<file path="config.mk">
export PLATFORM = sky130hd
export DESIGN_NAME = join_none_thread_launcher
export DESIGN_NICKNAME = d
export VERILOG_FILES = /design/src/rtl/join_none_pkg.sv /design/src/rtl/join_none_thread_launcher_thread.sv /design/src/rtl/join_none_thread_launcher.sv
export SDC_FILE = /design/constraint.sdc
export NUM_CORES = 1
export LEC_CHECK = 0
export ABC_AREA = 1
export CAP_MARGIN = 40
export CORE_ASPECT_RATIO = 1.25
export CORE_MARGIN = 5
export CORE_UTILIZATION = 57
export DETAILED_ROUTE_END_ITERATION = 16
export GPL_TIMING_DRIVEN = 0
export PLACE_DENSITY = 0.95
export SYNTH_ARGS = -nofsm -noshare
export SYNTH_HDL_FRONTEND = slang
export SYNTH_SLANG_ARGS = --single-unit
</file>
<file path="constraint.sdc">
create_clock -name clk -period 2.8 [get_ports clk]
set_input_delay 0.56 -clock clk [delete_from_list [all_inputs] [get_ports clk]]
set_output_delay 0.56 -clock clk [all_outputs]
set_load 0.005 [all_outputs]
</file>
<file path="src/rtl/join_none_pkg.sv">
// Shared types and defaults for the join_none thread launcher.
// Optional timestamp support is enabled with THREAD_TIMESTAMP_EN.
package join_none_pkg;

    localparam int CNT_W_DEFAULT       = 8;
    localparam int NUM_THREADS_DEFAULT = 2;

    typedef enum logic {
        TH_IDLE = 1'b0,
        TH_RUN  = 1'b1
    } th_state_t;

    typedef logic [CNT_W_DEFAULT-1:0] dur_t;

endpackage

</file>
<file path="src/rtl/join_none_thread_launcher_thread.sv">
// One countdown thread: loads its duration on fork while idle, pulses start/done, holds busy.
// THREAD_TIMESTAMP_EN adds start/done timestamp capture registers.
module join_none_thread
    import join_none_pkg::*;
#(
    parameter int CNT_W = CNT_W_DEFAULT
) (
    input  logic             clk,
    input  logic             rst_n,
    input  logic             fork_i,
    input  logic [CNT_W-1:0] dur_i,
`ifdef THREAD_TIMESTAMP_EN
    input  logic [CNT_W-1:0] ts_next_i,
    output logic [CNT_W-1:0] start_ts_o,
    output logic [CNT_W-1:0] done_ts_o,
`endif
    output logic             start_o,
    output logic             done_o,
    output logic             busy_o,
    output logic             done_nx_o,
    output logic             run_nx_o
);

    th_state_t        state_q;
    logic [CNT_W-1:0] cnt_q;
    logic             start_q;
    logic             done_q;
    logic             launch;
    logic             done_nx;
    logic             run_nx;

    assign launch = fork_i && (state_q == TH_IDLE);

    // Lookahead of next cycle's done/run, shared with the top for all_done.
    assign done_nx = launch ? (dur_i == '0)
                            : ((state_q == TH_RUN) && !done_q && (cnt_q == CNT_W'(1)));
    assign run_nx  = launch || ((state_q == TH_RUN) && !done_q);

    always_ff @(posedge clk or negedge rst_n) begin
        if (!rst_n) begin
            state_q <= TH_IDLE;
            cnt_q   <= '0;
            start_q <= 1'b0;
            done_q  <= 1'b0;
        end else begin
            start_q <= launch;
            done_q  <= done_nx;
            case (state_q)
                TH_IDLE: begin
                    if (fork_i) begin
                        state_q <= TH_RUN;
                        cnt_q   <= dur_i;
                    end
                end
                TH_RUN: begin
                    if (done_q) begin
                        state_q <= TH_IDLE;
                        cnt_q   <= '0;
                    end else if (cnt_q != '0) begin
                        cnt_q <= cnt_q - CNT_W'(1);
                    end
                end
                default: begin
                    state_q <= TH_IDLE;
                    cnt_q   <= '0;
                end
            endcase
        end
    end

`ifdef THREAD_TIMESTAMP_EN
    logic [CNT_W-1:0] start_ts_q;
    logic [CNT_W-1:0] done_ts_q;

    always_ff @(posedge clk or negedge rst_n) begin
        if (!rst_n) begin
            start_ts_q <= '0;
            done_ts_q  <= '0;
        end else begin
            if (launch) begin
                start_ts_q <= ts_next_i;
            end
            if (done_nx) begin
                done_ts_q <= ts_next_i;
            end
        end
    end

    assign start_ts_o = start_ts_q;
    assign done_ts_o  = done_ts_q;
`endif

    assign start_o   = start_q;
    assign done_o    = done_q;
    assign busy_o    = (state_q == TH_RUN);
    assign done_nx_o = done_nx;
    assign run_nx_o  = run_nx;

endmodule

</file>
<file path="src/rtl/join_none_thread_launcher.sv">
// fork/join_none launcher: one fork pulse starts all idle threads and releases the caller next cycle.
// THREAD_TIMESTAMP_EN adds a free-running ts_o plus per-thread start/done timestamps.
module join_none_thread_launcher
    import join_none_pkg::*;
#(
    parameter int NUM_THREADS = NUM_THREADS_DEFAULT,
    parameter int CNT_W       = CNT_W_DEFAULT
) (
    input  logic                         clk,
    input  logic                         rst_n,
    input  logic                         fork_i,
    input  logic [NUM_THREADS*CNT_W-1:0] dur_i,
    output logic                         caller_go_o,
    output logic [NUM_THREADS-1:0]       start_o,
    output logic [NUM_THREADS-1:0]       done_o,
    output logic [NUM_THREADS-1:0]       busy_o,
    output logic                         all_done_o,
    output logic                         fork_err_o
`ifdef THREAD_TIMESTAMP_EN
    ,
    output logic [CNT_W-1:0]             ts_o,
    output logic [NUM_THREADS*CNT_W-1:0] start_ts_o,
    output logic [NUM_THREADS*CNT_W-1:0] done_ts_o
`endif
);

    logic [NUM_THREADS-1:0] done_nx;
    logic [NUM_THREADS-1:0] run_nx;
    logic                   caller_go_q;
    logic                   fork_err_q;
    logic                   all_done_q;
    logic                   all_done_d;

`ifdef THREAD_TIMESTAMP_EN
    logic [CNT_W-1:0] ts_q;
    logic [CNT_W-1:0] ts_next;

    assign ts_next = ts_q + CNT_W'(1);

    always_ff @(posedge clk or negedge rst_n) begin
        if (!rst_n) begin
            ts_q <= '0;
        end else begin
            ts_q <= ts_next;
        end
    end

    assign ts_o = ts_q;
`endif

    for (genvar k = 0; k < NUM_THREADS; k++) begin : g_thread
        join_none_thread #(
            .CNT_W (CNT_W)
        ) u_thread (
            .clk        (clk),
            .rst_n      (rst_n),
            .fork_i     (fork_i),
            .dur_i      (dur_i[k*CNT_W +: CNT_W]),
`ifdef THREAD_TIMESTAMP_EN
            .ts_next_i  (ts_next),
            .start_ts_o (start_ts_o[k*CNT_W +: CNT_W]),
            .done_ts_o  (done_ts_o[k*CNT_W +: CNT_W]),
`endif
            .start_o    (start_o[k]),
            .done_o     (done_o[k]),
            .busy_o     (busy_o[k]),
            .done_nx_o  (done_nx[k]),
            .run_nx_o   (run_nx[k])
        );
    end

    // A thread finishing next cycle still shows as running; only non-finishing runners block all_done.
    assign all_done_d = (|done_nx) && !(|(run_nx & ~done_nx));

    always_ff @(posedge clk or negedge rst_n) begin
        if (!rst_n) begin
            caller_go_q <= 1'b0;
            fork_err_q  <= 1'b0;
            all_done_q  <= 1'b0;
        end else begin
            caller_go_q <= fork_i;
            fork_err_q  <= fork_i && (|busy_o);
            all_done_q  <= all_done_d;
        end
    end

    assign caller_go_o = caller_go_q;
    assign fork_err_o  = fork_err_q;
    assign all_done_o  = all_done_q;

endmodule

</file>
==> impl_metrics.py <==
metrics = {
    "clocking": {
        "insertion_delay_ns": 0.31,
        "h-tree-depth": 1,
        "cts_resized": 0,
        "post_cts_buffers": 0,
        "hold_buffers": 0,
        "root_buffer": "clkbuf_4",
        "clkSlewWorstSetupHoldPaths_ns": 0.14,
        "cts_tree": "done",
        "cts.sinks": 25,
        "clk_path_buf_depth": 2,
        "numCtsBuffers": 3,
    },
    "critical_path": {
        "worstSetupStartpointType": "register",
        "crit_chain": "buf_4 > clkdlybuf4s50_1",
        "cpPeakStageDelay_ns": 0.51,
        "cp-end-kind": "primary output",
        "slowest_stage": "dfrtp_1",
        "worstSetupPathType": "reg -> out",
        "r2r_setup_slack_ns": 1.25,
        "path_max_fanout": 7,
        "arrival_ns": 1.45,
        "crit_required_ns": 2.24,
    },
    "job": {
        "maxCapViolations": 0,
    },
    "finish": {
        "antenna_cells": 0,
        "syn2layout_area_growth_pct": 22.5,
        "nets": 287,
        "final_common_cell": "nand2_1",
        "drive_gt1_share_pct": 9.58,
        "final_cell_mix": "68 x nand2_1, 32 x inv_1, 27 x clkdlybuf4s50_1",
    },
    "power": {
        "switching_power_mw": 0.878,
        "p_int_mw": 0.995,
        "power.density_mw_per_mm2": 939,
        "ir_worst_vdd_mv": 0.586,
        "power_mw": 1.87,
        "seqPwrFrac_pct": 33.3,
        "sw_frac_of_total_pct": 46.9,
        "combPwrFrac_pct": 58.1,
        "power_frac_clock_pct": 8.7,
        "power_leakage_nw": 1.04,
    },
    "timing": {
        "rsz0062_at_grt": "false",
        "hold_viol": 0,
        "slew_viol_final": 0,
        "min_period_ns": 2.01,
        "totalNegativeSetupSlack_ns": 0,
        "max_slew_margin_pct": 62.9,
        "tightest_slew_ns": 0.555,
        "setup_viol": 0,
        "clock.fmax_mhz": 497,
        "finalClockSkew_ns": 0.00996,
        "finalCritPeriodShare_pct": 71.9,
    },
    "placed_design": {
        "dp.final_hpwl_um": 2860,
        "place.port_buffers": 27,
        "gp_congestion": 0.901,
    },
    "routing": {
        "wl_um": 3620,
        "ant_nets": 0,
        "drtPass1Iterations": 4,
        "num_vias": 1554,
        "viasPerCell": 5.27,
        "wl_per_cell_um": 12.3,
        "route.detailed.drc": 0,
        "drt_iter0_drc": 76,
    },
    "synthesis": {
        "synth_seq_cells": 25,
        "synth_warnings": 0,
        "syn-instance-count": 229,
        "synth.distinct_cells": 24,
        "synth_area_per_cell_sq_um": 7.11,
        "seq_area_frac_synth_pct": 38.4,
        "syn-cell-area_sq_mm": 0.00163,
        "synth_nets": 254,
    },
    "run_status": {
        "outcome": "finished, final reports clean",
    },
    "floorplanning": {
        "coreArea_sq_mm": 0.00271,
        "io_pins": 28,
        "fp.dieW_um": 57.8,
        "die_h_um": 69.8,
        "start_util_pct": 60.2,
        "rows": 21,
        "dieArea_sq_mm": 0.00403,
    },
    "min_path": {
        "hold_class": "reg -> reg",
    },
    "global_route": {
        "grt_pass1_wl_um": 6430,
        "grt_max_degree": 17,
        "overflow": 0,
        "grt_pass1_vias": 1539,
        "antenna_found_initial": 0,
        "gr-usage-all-layers_pct": 19.8,
    },
}
-- cell usage after synthesis --
library cell | n | area (sq um)
buf_4 | 7 | 52.6
a21oi_1 | 7 | 35.0
nand2_1 | 68 | 255
o21ai_2 | 3 | 26.3
nor2_8 | 1 | 20.0
o21ai_1 | 2 | 10.0
nor2_1 | 21 | 78.8
a22oi_1 | 1 | 7.51
nand3_1 | 16 | 80.1
ha_1 | 6 | 75.1
inv_2 | 3 | 11.3
buf_6 | 1 | 11.3
inv_1 | 32 | 120
nand2_2 | 1 | 6.26
o22ai_1 | 2 | 12.5
nor2_2 | 2 | 12.5
o21a_1 | 1 | 7.51
inv_4 | 1 | 6.26
nand3_4 | 1 | 17.5
nand4_1 | 9 | 56.3
nand2_4 | 1 | 11.3
dfrtp_1 | 25 | 626
nor3_1 | 3 | 15.0
o21ai_0 | 15 | 75.1
-- cells by family (layout without fill, tap and decap cells) --
logic type	count (synthesis)	in the layout	share of synthesized area (%)
fa+ha+maj	6	6	4.61
simple gates	123	123	33.9
flops	25	25	38.4
compound gates	31	31	10.7
buf+inv	44	76	12.4
-- area by class of cell --
class / instances / area, sq um
multi-input cells: 160 / 802
fillers: 204 / 711
flip-flops and latches: 25 / 626
repair buffers: 28 / 298
inverters: 36 / 138
plain buffers: 8 / 63.8
well taps: 34 / 42.5
clock buffers: 4 / 26.3
-- metrics by stage --
stage	util, %	instance area (sq um)	hold WS, ns	cells	setup WS (ns)
floorplan	-	1630	0.264	229	1.44
global placement	71.8	1940	0.455	290	0.877
detailed placement	72.8	1970	0.463	291	0.926
CTS	73.7	2000	0.493	295	0.773
global route	73.7	2000	0.505	295	0.720
finish	73.7	2000	0.489	295	0.787
-- per-layer routing --
| metal | vias up | wire, um | GRT usage [%] | share of wire (%) |
|---|---|---|---|---|
| met4 | 0 | 79 | 8.51 | 2.2 |
| met1 | 702 | 1570 | 24.8 | 43 |
| met3 | 12 | 200 | 3.54 | 5.5 |
| met2 | 55 | 1770 | 32.5 | 49 |
| li1 | 785 | - | - | - |
| met5 | - | 0 | 0 | 0 |
-- final timing paths --
kind / startpoint / end / cells past startpoint
worst max-delay path: g_thread[1].u_thread.busy_o$_DFF_PN0_ / busy_o[1] / 2
worst min-delay path: g_thread[0].u_thread.cnt_q[5]$_DFFE_PN0P_ / g_thread[0].u_thread.cnt_q[5]$_DFFE_PN0P_ / 2
worst max register to register: g_thread[1].u_thread.cnt_q[0]$_DFFE_PN0P_ / g_thread[1].u_thread.cnt_q[1]$_DFFE_PN0P_ / 9
worst min register to register: g_thread[0].u_thread.cnt_q[5]$_DFFE_PN0P_ / g_thread[0].u_thread.cnt_q[5]$_DFFE_PN0P_ / 2
max in group asynchronous: rst_n / g_thread[1].u_thread.cnt_q[0]$_DFFE_PN0P_ / 2
min in group asynchronous: rst_n / g_thread[0].u_thread.cnt_q[2]$_DFFE_PN0P_ / 1
-- registers in the layout, indices dropped and copies added, names as in the netlist --
register	flops
g_thread.u_thread.cnt_q	16
g_thread.u_thread.busy_o	2
g_thread.u_thread.done_o	2
g_thread.u_thread.start_o	2
all_done_o	1
caller_go_o	1
fork_err_o	1
-- power by group through the flow --
stage | clock network [mW] | registers, mW | logic (mW)
2_1_floorplan | 0 | 0.594 | 0.832
4_1_cts | 0.162 | 0.621 | 1.09
5_1_grt | 0.172 | 0.646 | 1.25
3_5_place_dp | 0 | 0.628 | 1.08
6_report | 0.162 | 0.624 | 1.09
3_3_place_gp | 0 | 0.621 | 1.04
-- worst max-delay path, delay by kind of cell (launching register included) --
family	cells	cell delay, ns
DFF	1	0.51
buffers and inverters	2	0.64
(Power assumes the default switching activity.)
